**src/rtl/alu_multicycle.sv**
```systemverilog
// alu_multicycle: registered multi-cycle integer ALU for the execute stage.
// Single-cycle ops finish one cycle after acceptance; MUL is an iterative
// shift-add unit taking WIDTH cycles. Defining the macro ALU_DIV_EN compiles in
// an iterative restoring divider for DIVU/REMU; without it those opcodes are
// reported as illegal. Operands and results use valid/ready handshakes.
module alu_multicycle #(
  parameter int WIDTH = 32,
  parameter int SHW   = $clog2(WIDTH)
) (
  input  logic             clk,
  input  logic             rst_n,
  input  logic             InValid,
  output logic             InReady,
  input  logic [WIDTH-1:0] A,
  input  logic [WIDTH-1:0] B,
  input  logic [3:0]       ALUcontrol,
  output logic             OutValid,
  input  logic             OutReady,
  output logic [WIDTH-1:0] ALUresult,
  output logic             Zero,
  output logic             Illegal
);

  typedef enum logic [1:0] {IDLE, MUL, DIV} state_t;

  state_t           state, state_nxt;
  logic [SHW-1:0]   cnt;       // iteration index, 0..WIDTH-1
  logic [WIDTH-1:0] op_a;      // multiplicand (shifts left) or divisor (fixed)
  logic [WIDTH-1:0] op_q;      // multiplier (shifts right) or dividend/quotient
  logic [WIDTH-1:0] acc;       // partial product or partial remainder
  logic             accept;
  logic             last;
  logic             wr_en;
  logic             wr_ill;
  logic [WIDTH-1:0] wr_val;
  logic             start_mul;
  logic             start_div;
  logic [WIDTH-1:0] mul_acc_nxt;

  // Single-cycle operations; returns {illegal, result}.
  function automatic logic [WIDTH:0] alu_single(input logic [3:0] op,
                                                input logic [WIDTH-1:0] a,
                                                input logic [WIDTH-1:0] b);
    logic signed [WIDTH-1:0] sa;
    logic signed [WIDTH-1:0] sb;
    logic [SHW-1:0]          sh;
    logic [WIDTH-1:0]        res;
    logic                    ill;
    sa  = a;
    sb  = b;
    sh  = b[SHW-1:0];
    res = '0;
    ill = 1'b0;
    case (op)
      4'b0010: res = a + b;
      4'b0110: res = a - b;
      4'b0000: res = a & b;
      4'b0001: res = a | b;
      4'b0111: res = a ^ b;
      4'b0100: res = a << sh;
      4'b0101: res = a >> sh;
      4'b1000: res = $unsigned(sa >>> sh);
      4'b1001: res = {{(WIDTH-1){1'b0}}, (sa < sb)};
      4'b1010: res = {{(WIDTH-1){1'b0}}, (a < b)};
      default: ill = 1'b1;
    endcase
    return {ill, res};
  endfunction

  assign InReady     = (state == IDLE) && (!OutValid || OutReady);
  assign accept      = InValid && InReady;
  assign last        = (cnt == SHW'(WIDTH - 1));
  assign mul_acc_nxt = acc + (op_q[0] ? op_a : '0);

`ifdef ALU_DIV_EN
  logic             is_rem;
  logic [WIDTH:0]   rem_sh;
  logic [WIDTH:0]   rem_diff;
  logic [WIDTH-1:0] rem_nxt;
  logic [WIDTH-1:0] quo_nxt;

  // One restoring-division step: shift in the next dividend bit, subtract if it fits.
  // A zero divisor always "fits", which yields all-ones quotient and remainder = A.
  always_comb begin
    rem_sh   = {acc, op_q[WIDTH-1]};
    rem_diff = rem_sh - {1'b0, op_a};
    if (!rem_diff[WIDTH]) begin
      rem_nxt = rem_diff[WIDTH-1:0];
      quo_nxt = {op_q[WIDTH-2:0], 1'b1};
    end else begin
      rem_nxt = rem_sh[WIDTH-1:0];
      quo_nxt = {op_q[WIDTH-2:0], 1'b0};
    end
  end
`endif

  // Next-state logic and result-write selection.
  always_comb begin
    state_nxt = state;
    wr_en     = 1'b0;
    wr_ill    = 1'b0;
    wr_val    = '0;
    start_mul = 1'b0;
    start_div = 1'b0;
    case (state)
      IDLE: begin
        if (accept) begin
          case (ALUcontrol)
            4'b0011: begin
              start_mul = 1'b1;
              state_nxt = MUL;
            end
`ifdef ALU_DIV_EN
            4'b1011, 4'b1100: begin
              start_div = 1'b1;
              state_nxt = DIV;
            end
`endif
            default: begin
              wr_en            = 1'b1;
              {wr_ill, wr_val} = alu_single(ALUcontrol, A, B);
            end
          endcase
        end
      end
      MUL: begin
        if (last) begin
          wr_en     = 1'b1;
          wr_val    = mul_acc_nxt;
          state_nxt = IDLE;
        end
      end
      DIV: begin
`ifdef ALU_DIV_EN
        if (last) begin
          wr_en     = 1'b1;
          wr_val    = is_rem ? rem_nxt : quo_nxt;
          state_nxt = IDLE;
        end
`else
        state_nxt = IDLE;
`endif
      end
      default: state_nxt = IDLE;
    endcase
  end

  // FSM state register.
  always_ff @(posedge clk or negedge rst_n) begin
    if (!rst_n) state <= IDLE;
    else        state <= state_nxt;
  end

  // Iterative datapath: operand capture on accept, one bit per cycle while busy.
  always_ff @(posedge clk or negedge rst_n) begin
    if (!rst_n) begin
      cnt  <= '0;
      op_a <= '0;
      op_q <= '0;
      acc  <= '0;
`ifdef ALU_DIV_EN
      is_rem <= 1'b0;
`endif
    end else if (start_mul) begin
      cnt  <= '0;
      op_a <= A;
      op_q <= B;
      acc  <= '0;
    end else if (start_div) begin
      cnt  <= '0;
      op_a <= B;
      op_q <= A;
      acc  <= '0;
`ifdef ALU_DIV_EN
      is_rem <= (ALUcontrol == 4'b1100);
`endif
    end else if (state == MUL) begin
      cnt  <= cnt + SHW'(1);
      op_a <= op_a << 1;
      op_q <= op_q >> 1;
      acc  <= mul_acc_nxt;
    end else if (state == DIV) begin
`ifdef ALU_DIV_EN
      cnt  <= cnt + SHW'(1);
      op_q <= quo_nxt;
      acc  <= rem_nxt;
`endif
    end
  end

  // Result registers; flags derive from the value written on the same edge.
  always_ff @(posedge clk or negedge rst_n) begin
    if (!rst_n) begin
      ALUresult <= '0;
      Zero      <= 1'b0;
      Illegal   <= 1'b0;
      OutValid  <= 1'b0;
    end else if (wr_en) begin
      ALUresult <= wr_val;
      Zero      <= (wr_val == '0);
      Illegal   <= wr_ill;
      OutValid  <= 1'b1;
    end else if (OutReady) begin
      OutValid  <= 1'b0;
    end
  end

endmodule

```
**config.mk**
```make
export PLATFORM = sky130hd
export DESIGN_NAME = alu_multicycle
export DESIGN_NICKNAME = d
export VERILOG_FILES = /design/src/rtl/alu_multicycle.sv
export SDC_FILE = /design/constraint.sdc
export NUM_CORES = 1
export LEC_CHECK = 0
export ABC_AREA = 1
export BUFFER_PORTS_ARGS = -buffer_cell sky130_fd_sc_hd__buf_2
export CORE_ASPECT_RATIO = 2
export CORE_MARGIN = 2
export CORE_UTILIZATION = 45
export CTS_CLUSTER_SIZE = 40
export DETAILED_ROUTE_END_ITERATION = 10
export GPL_TIMING_DRIVEN = 0
export PLACE_DENSITY = 0.59
export SYNTH_ARGS = -nofsm -noshare
export SYNTH_HDL_FRONTEND = slang
export SYNTH_SLANG_ARGS = --single-unit
```
**constraint.sdc**
```tcl
create_clock -name clk -period 4.5 [get_ports clk]
set_input_delay 0.225 -clock clk [delete_from_list [all_inputs] [get_ports clk]]
set_output_delay 0.225 -clock clk [all_outputs]
set_load 0.02 [all_outputs]
```
==> results.cfg, run 1 <==
[floorplanning]
die_h_um = 291
fp-row-count = 105
start_util = 0.453
fp.dieW_um = 147
io_pins = 108

[place]
gp_congestion = 1.13
placed_cell_area_mm2 = 0.0197
io_buffers = 107
dpl.hpwl_mm = 96.6

[yosys]
synth_xor_xnor_area_share = 0.00805
avgSynthCellArea_um2 = 5.74
synthSimpleGateAreaFrac = 0.471
ys_seq_elements = 137
syn_area_mm2 = 0.0185
muxShareOfSynthArea = 0
synth_fa_ha_area_frac = 0.0912
yosys_warnings = 0
synth_nets = 3431
synth_compound_area_frac = 0.119
synthArstFlopShare = 1.00
syn_inst = 3226
synth.distinct_cells = 54
synth_flop_cell = dfrtp_1
seq_area_frac_synth = 0.185
synth-edff-count = 0
synth_top_family_by_area = simple AND/OR/NAND/NOR gates

[global_route]
grt_max_degree = 100
grt_pass1_wl_mm = 194
grtUsageTotal = 0.615
overflow = 214
first_global_vias = 27300

[run_status]
failing_step = global routing
firstError = [ERROR GRT-0116] Global routing finished with congestion. Check the congestion regions in the DRC Viewer.
status = stopped before the end

[cts]
h-tree-depth = 4
cts_made_buffers = 17
cts_setup_buffers = 0
clkSinkCount = 137
cts_buffer_depth = 2
cts-resized-gates = 0
cts_root_buf = clkbuf_16
through the flow:
step	util	setup slack (ps)	std cells
2_1_floorplan	-	1810	3226
3_3_place_gp	0.482	-484	3868
3_5_place_dp	0.483	-466	3869
4_1_cts	0.498	125	3902
timing repair:
action	4_1_cts
endpoints found under the setup margin	1
hold buffers	2
gates cloned	0
hold endpoints to repair	39
synthesized netlist by cell type (all sizes together), types with 3 or more instances:
cell | count | area [µm²]
nand2 | 1036 | 4030
nor4 | 3 | 18.8
and3 | 3 | 18.8
nand3 | 559 | 2880
nand4 | 46 | 288
o22ai | 21 | 131
xnor2 | 10 | 87.6
o211ai | 7 | 52.6
o21a | 5 | 37.5
a21o | 6 | 45.0
a22oi | 14 | 105
nor2 | 302 | 1160
o21ai | 120 | 604
and2 | 9 | 56.3
a21oi | 142 | 722
clkbuf | 43 | 163
a32o | 16 | 160
o21bai | 12 | 93.8
or2 | 8 | 50.1
inv | 424 | 1600
nand3b | 9 | 67.6
nor3 | 27 | 135
o221ai | 19 | 166
ha | 130 | 1630
fa | 3 | 60.1
xor2 | 7 | 61.3
a22o | 3 | 26.3
dfrtp | 137 | 3430
buf | 97 | 569
cell families after synthesis:
logic type	after synthesis
compound gates	372
xor+xnor	17
fa+ha+maj	133
buf+inv	565
flops	137
simple gates	2002
layer usage:
metal  overflow  track usage
met1          2        0.561
met2        104        0.907
met3          1        0.294
met4        107        0.743
met5          0      0.00349
==> inputs of run 2 (changes only) <==
CORE_ASPECT_RATIO = unset   (was 2)
CORE_UTILIZATION = 30   (was 45)
CTS_CLUSTER_SIZE = unset   (was 40)
PLACE_DENSITY = unset   (was 0.59)
PLACE_DENSITY_LB_ADDON = 0.15   (was unset)
==> results.cfg, run 2 <==
[routing]
wire_per_inst_um = 24.6
wl_mm = 102
drt_iter0_markers = 2361
viasPerCell = 5.50
drtPass1Iterations = 7
vias = 22900
ant_nets = 0
drcViolationCount = 0

[final_layout]
area_growth_syn_to_layout_pct = 11.6
mostFrequentLayoutCells = 1002 x nand2_1, 542 x nand3_1, 411 x inv_1
drive_gt1_frac = 0.0879
fillers = 7047
regArea_mm2 = 0.00343
multi_input_area_mm2 = 0.0127
nets = 3560
final_common_cell = nand2_1
stdcell_area_mm2 = 0.0206

[critical_path]
slowest_delay_ps = 670
crit_fanout = 11
worst-path-buf-inv = 5
startpoint = B[2]
crit_end = Zero
worst-setup-path-type = in -> reg
crit_path_end_kind = flip-flop
r2r_end = Zero
path_delay_family = simple AND/OR/NAND/NOR gates
critPathRequiredTime_ps = 4920
cp.arrival_ps = 4350
cp_common_cell = nand2_1
r2r_slack_ps = 720
worstSetupPathDepth = 25
crit_path_top_delay_cell = buf_1
startpoint_type = input port
r2r_start = op_q[0]
worst_r2r_path_depth = 19

[sta]
fin_ws_ps = 578
fin_skew_ps = 25.6
setup_viol = 0
fmax_mhz = 255
maxSlewHeadroom = 0.224
slew_viol_final = 0
tightestPinTransition_ps = 1160
rsz0062_at_grt = false
tns_ps = 0
layout_min_cycle_time_ps = 3920
final.period_utilization = 0.871
finalHoldViolations = 0

[job]
maxCapViolCount = 0

[cts]
cts_root_buf = clkbuf_16
cts-resized-gates = 0
cts_buffer_depth = 2
cts_made_buffers = 17
worst_skew_pair.late_latency_ps = 510
h-tree-depth = 4
cts.clk_slew.worst_paths_ps = 60
clkSinkCount = 137
cts_tree = built

[floorplanning]
die_h_um = 252
start_util = 0.301
io_pins = 108
dieArea_mm2 = 0.0637
fp.dieW_um = 252
core_mm2 = 0.0614
fp-row-count = 91

[yosys]
synthArstFlopShare = 1.00
synth-edff-count = 0
synth_area_leaders = nand2_1 20%, dfrtp_1 19%, nand3_1 15%
yosys_warnings = 0
seq_area_frac_synth = 0.185
synth_area_leader_cell = nand2_1
ys_seq_elements = 137
synthTopCellsByCount = 1002 x nand2_1, 542 x nand3_1, 411 x inv_1
syn_area_mm2 = 0.0185
synth_flop_cell = dfrtp_1
synth.distinct_cells = 54
yosysMostFrequentCell = nand2_1
yosysTopAreaCellShare = 0.203
synth_nets = 3431
avgSynthCellArea_um2 = 5.74
syn_inst = 3226

[global_route]
grt_max_degree = 77
first_global_vias = 21700
antenna_found_initial = 6
grtUsageTotal = 0.320
grt_pass1_wl_mm = 147
overflow = 0

[place]
gp_congestion = 1.09
placed_cell_area_mm2 = 0.0201
place_ws_ps = 224
io_buffers = 107
dpl.hpwl_mm = 85.6

[power]
vdd_drop_max_v = 0.000323
power.density_mw_per_mm2 = 353
leakage_nw = 11.4

[min_path]
min_path_cells = 3
hold_path_class = in -> reg

[run_status]
status = complete, no violations
run 2: cell counts after synthesis:
No cell type changed its count.
run 2: worst min-delay path, cell delays in order:
cell	delay (ps)
buf_2	100
nor2_1	40
o21ai_0	140
run 2: how the worst min path moves through the flow:
stage	slack [ps]	start	end
global route	80	B[26]	op_q[26]
floorplan	-70	rst_n	ALUresult[0]
global placement	440	OutReady	OutValid
finish	60	B[30]	op_q[30]
CTS	50	B[30]	op_q[30]
detailed placement	250	rst_n	ALUresult[15]
run 2: layer usage:
metal  track usage  vias to the layer above  wire, µm
met5             0                        -        48
met4         0.156                        6      5710
met3        0.0532                      266      8340
met2         0.518                     1175     45600
met1         0.411                    10700     42600
li1              -                    10700         -
run 2: where the power goes:
group          leakage [nW]  total (mW)  switching (mW)  internal (mW)
clock                 0.272        1.45           0.654          0.800
sequential             1.81        2.04           0.310           1.73
combinational          9.35        3.80            2.70           1.10
run 2: final cells by class:
class / instances / area share
buffer: 140 / 0.0355
inverter: 425 / 0.0776
timing repair buffer: 110 / 0.0285
clock buffer: 21 / 0.0228
tap: 790 / 0.0479
multi-input combinational: 2524 / 0.617
sequential: 137 / 0.166
clock inverter: 10 / 0.00454
antenna: 1 / 0.000121
run 2: cell families (layout without fill, tap and decap cells):
group / Yosys count / count (layout) / share of synthesized area
adder cells (fa/ha/maj): 133 / 133 / 0.0912
flip-flops: 137 / 137 / 0.185
XOR/XNOR: 17 / 17 / 0.00805
AO/OA/AOI/OAI: 372 / 372 / 0.119
other: 0 / 1 / 0
buffers and inverters: 565 / 706 / 0.126
AND/OR/NAND/NOR: 2002 / 2002 / 0.471
run 2: through the flow:
stage / utilization / hold slack, ps / cells / total power [mW]
2_1_floorplan: - / -70.6 / 3226 / 4.32
3_3_place_gp: 0.326 / 437 / 4123 / 5.78
3_5_place_dp: 0.327 / 253 / 4124 / 5.78
4_1_cts: 0.336 / 46.0 / 4157 / 7.25
5_1_grt: 0.336 / 83.3 / 4157 / 7.76
6_report: 0.336 / 62.5 / 4158 / 7.29
run 2: what timing repair did:
action / in CTS / in global routing
setup buffers: 0 / 0
hold endpoints to repair: 62 / 0
setup endpoints to repair: 0 / 0
hold buffers: 2 / 0
(Power assumes the default switching activity.)
==> inputs of run 3 (changes only) <==
CORE_UTILIZATION = 35   (was 30)
==> results.cfg, run 3 (synthesis results as in run 2) <==
[run_status]
status = complete, no violations

[sta]
fin_skew_ps = 16.1
final.period_utilization = 0.928
layout_min_cycle_time_ps = 4170
slew_viol_final = 0
tightestPinTransition_ps = 1240
fin_ws_ps = 326
finalHoldViolations = 0
hold_ws_ps = 80.4
maxSlewHeadroom = 0.172
fmax_mhz = 240
rsz0062_at_grt = false
setup_viol = 0

[global_route]
grtUsageTotal = 0.377
antenna_found_initial = 3
first_global_vias = 22200
overflow = 0
grt_pass1_wl_mm = 147
grt_max_degree = 85

[place]
dpl.hpwl_mm = 85.9
gp_congestion = 1.06
io_buffers = 107
place_ws_ps = -5.16

[critical_path]
startpoint = B[2]
crit_fanout = 11
worst_r2r_path_depth = 18
r2r_slack_ps = 680
cp.arrival_ps = 4580
startpoint_type = input port
critPathRequiredTime_ps = 4900
r2r_end = Zero
crit_path_end_kind = flip-flop
r2r_start = op_q[0]
worst-setup-path-type = in -> reg

[cts]
cts_hold_repair.buffers = 2
cts_root_buf = clkbuf_16
worst_skew_pair.late_latency_ps = 470
cts_setup_buffers = 0
cts.clk_slew.worst_paths_ps = 70
clkSinkCount = 137
h-tree-depth = 4
cts-resized-gates = 0
cts_tree = built
cts_buffer_depth = 2
cts_made_buffers = 17

[routing]
drtPass1Iterations = 7
ant_nets = 0
maxUsedRoutingLayer = met5
drcViolationCount = 0
wl_met3_mm = 8.21
drt_iter0_markers = 2418
wl_mm = 103
wl_met2_mm = 46.9
viasPerCell = 5.62
wire_per_inst_um = 25.4
vias = 22800
met1_length_mm = 38.8

[power]
power_switching_mw = 3.66
swShare = 0.505
pwr-share-seq = 0.282
pwr-share-comb = 0.525
vdd_drop_max_v = 0.000164
cellInternalPower_mw = 3.59
leakage_nw = 11.4
clock_power_share = 0.193
power.density_mw_per_mm2 = 354

[floorplanning]
io_pins = 108
die_h_um = 234
dieArea_mm2 = 0.0547
start_util = 0.353
core_mm2 = 0.0524
fp.dieW_um = 234
fp-row-count = 84

[final_layout]
nets = 3560
mostFrequentLayoutCells = 1002 x nand2_1, 542 x nand3_1, 411 x inv_1
final_common_cell = nand2_1
drive_gt1_frac = 0.0879
area_growth_syn_to_layout_pct = 10.9

[min_path]
min_path_cells = 3
hold_path_class = in -> reg
hold_start = B[26]
hold-path-endpoint = op_q[26]

[job]
maxCapViolCount = 0
==> run 3: per-layer routing <==
layer / GRT usage / vias up
met5: 0 / -
met4: 0.275 / 6
met3: 0.0634 / 362
met2: 0.629 / 1158
met1: 0.435 / 10500
li1: - / 10700
==> run 3: worst max path at each step <==
stage / end / depth (start not counted) / slack, ps
final: Zero / 19 / 330
after global routing: Zero / 25 / 290
after CTS: Zero / 19 / 470
after detailed placement: Zero / 19 / -5
after global placement: Zero / 19 / -9
after floorplan: Zero / 21 / 1810
==> run 3: metrics by stage <==
stage | TNS (ps) | instance area (µm²) | cells | power [mW] | util
6_report | 0 | 20500 | 4057 | 7.25 | 0.391
5_1_grt | 0 | 20500 | 4056 | 7.73 | 0.391
4_1_cts | 0 | 20500 | 4056 | 7.21 | 0.391
3_5_place_dp | -5.16 | 19900 | 4022 | 5.79 | 0.380
3_3_place_gp | -9.06 | 19900 | 4021 | 5.79 | 0.379
2_1_floorplan | 0 | 18500 | 3226 | 4.32 | -
==> run 3: final cells by class <==
| cell class | instances | area [µm²] |
|---|---|---|
| Inverter | 425 | 1600 |
| Tap cell | 688 | 861 |
| Timing Repair Buffer | 110 | 589 |
| Clock inverter | 13 | 123 |
| Multi-Input combinational cell | 2524 | 12700 |
| Sequential cell | 137 | 3430 |
| Antenna cell | 1 | 2.50 |
| Fill cell | 5961 | 31900 |
| Buffer | 140 | 732 |
| Clock buffer | 19 | 433 |
==> run 3: critical path: stages <==
cell and delay [ps]:
buf_2 120, inv_2 180, buf_2 340, buf_1 630
ha_1 370, buf_6 150, nor2_1 310, nand2_1 90
nand3_1 240, a21oi_1 120, nor3_1 220, nand3_1 270
a21oi_1 600, nand2_1 140, nor2_1 130, nand2_1 100
nor2_1 150, nand4_1 100, nand2_1 70
==> run 3: power by group through the flow <==
stage | Combinational, mW | Sequential (mW) | Clock (mW)
6_report | 3.81 | 2.05 | 1.40
5_1_grt | 4.16 | 2.11 | 1.46
3_3_place_gp | 3.74 | 2.06 | 0
4_1_cts | 3.75 | 2.04 | 1.42
3_5_place_dp | 3.74 | 2.06 | 0
2_1_floorplan | 2.21 | 2.11 | 0
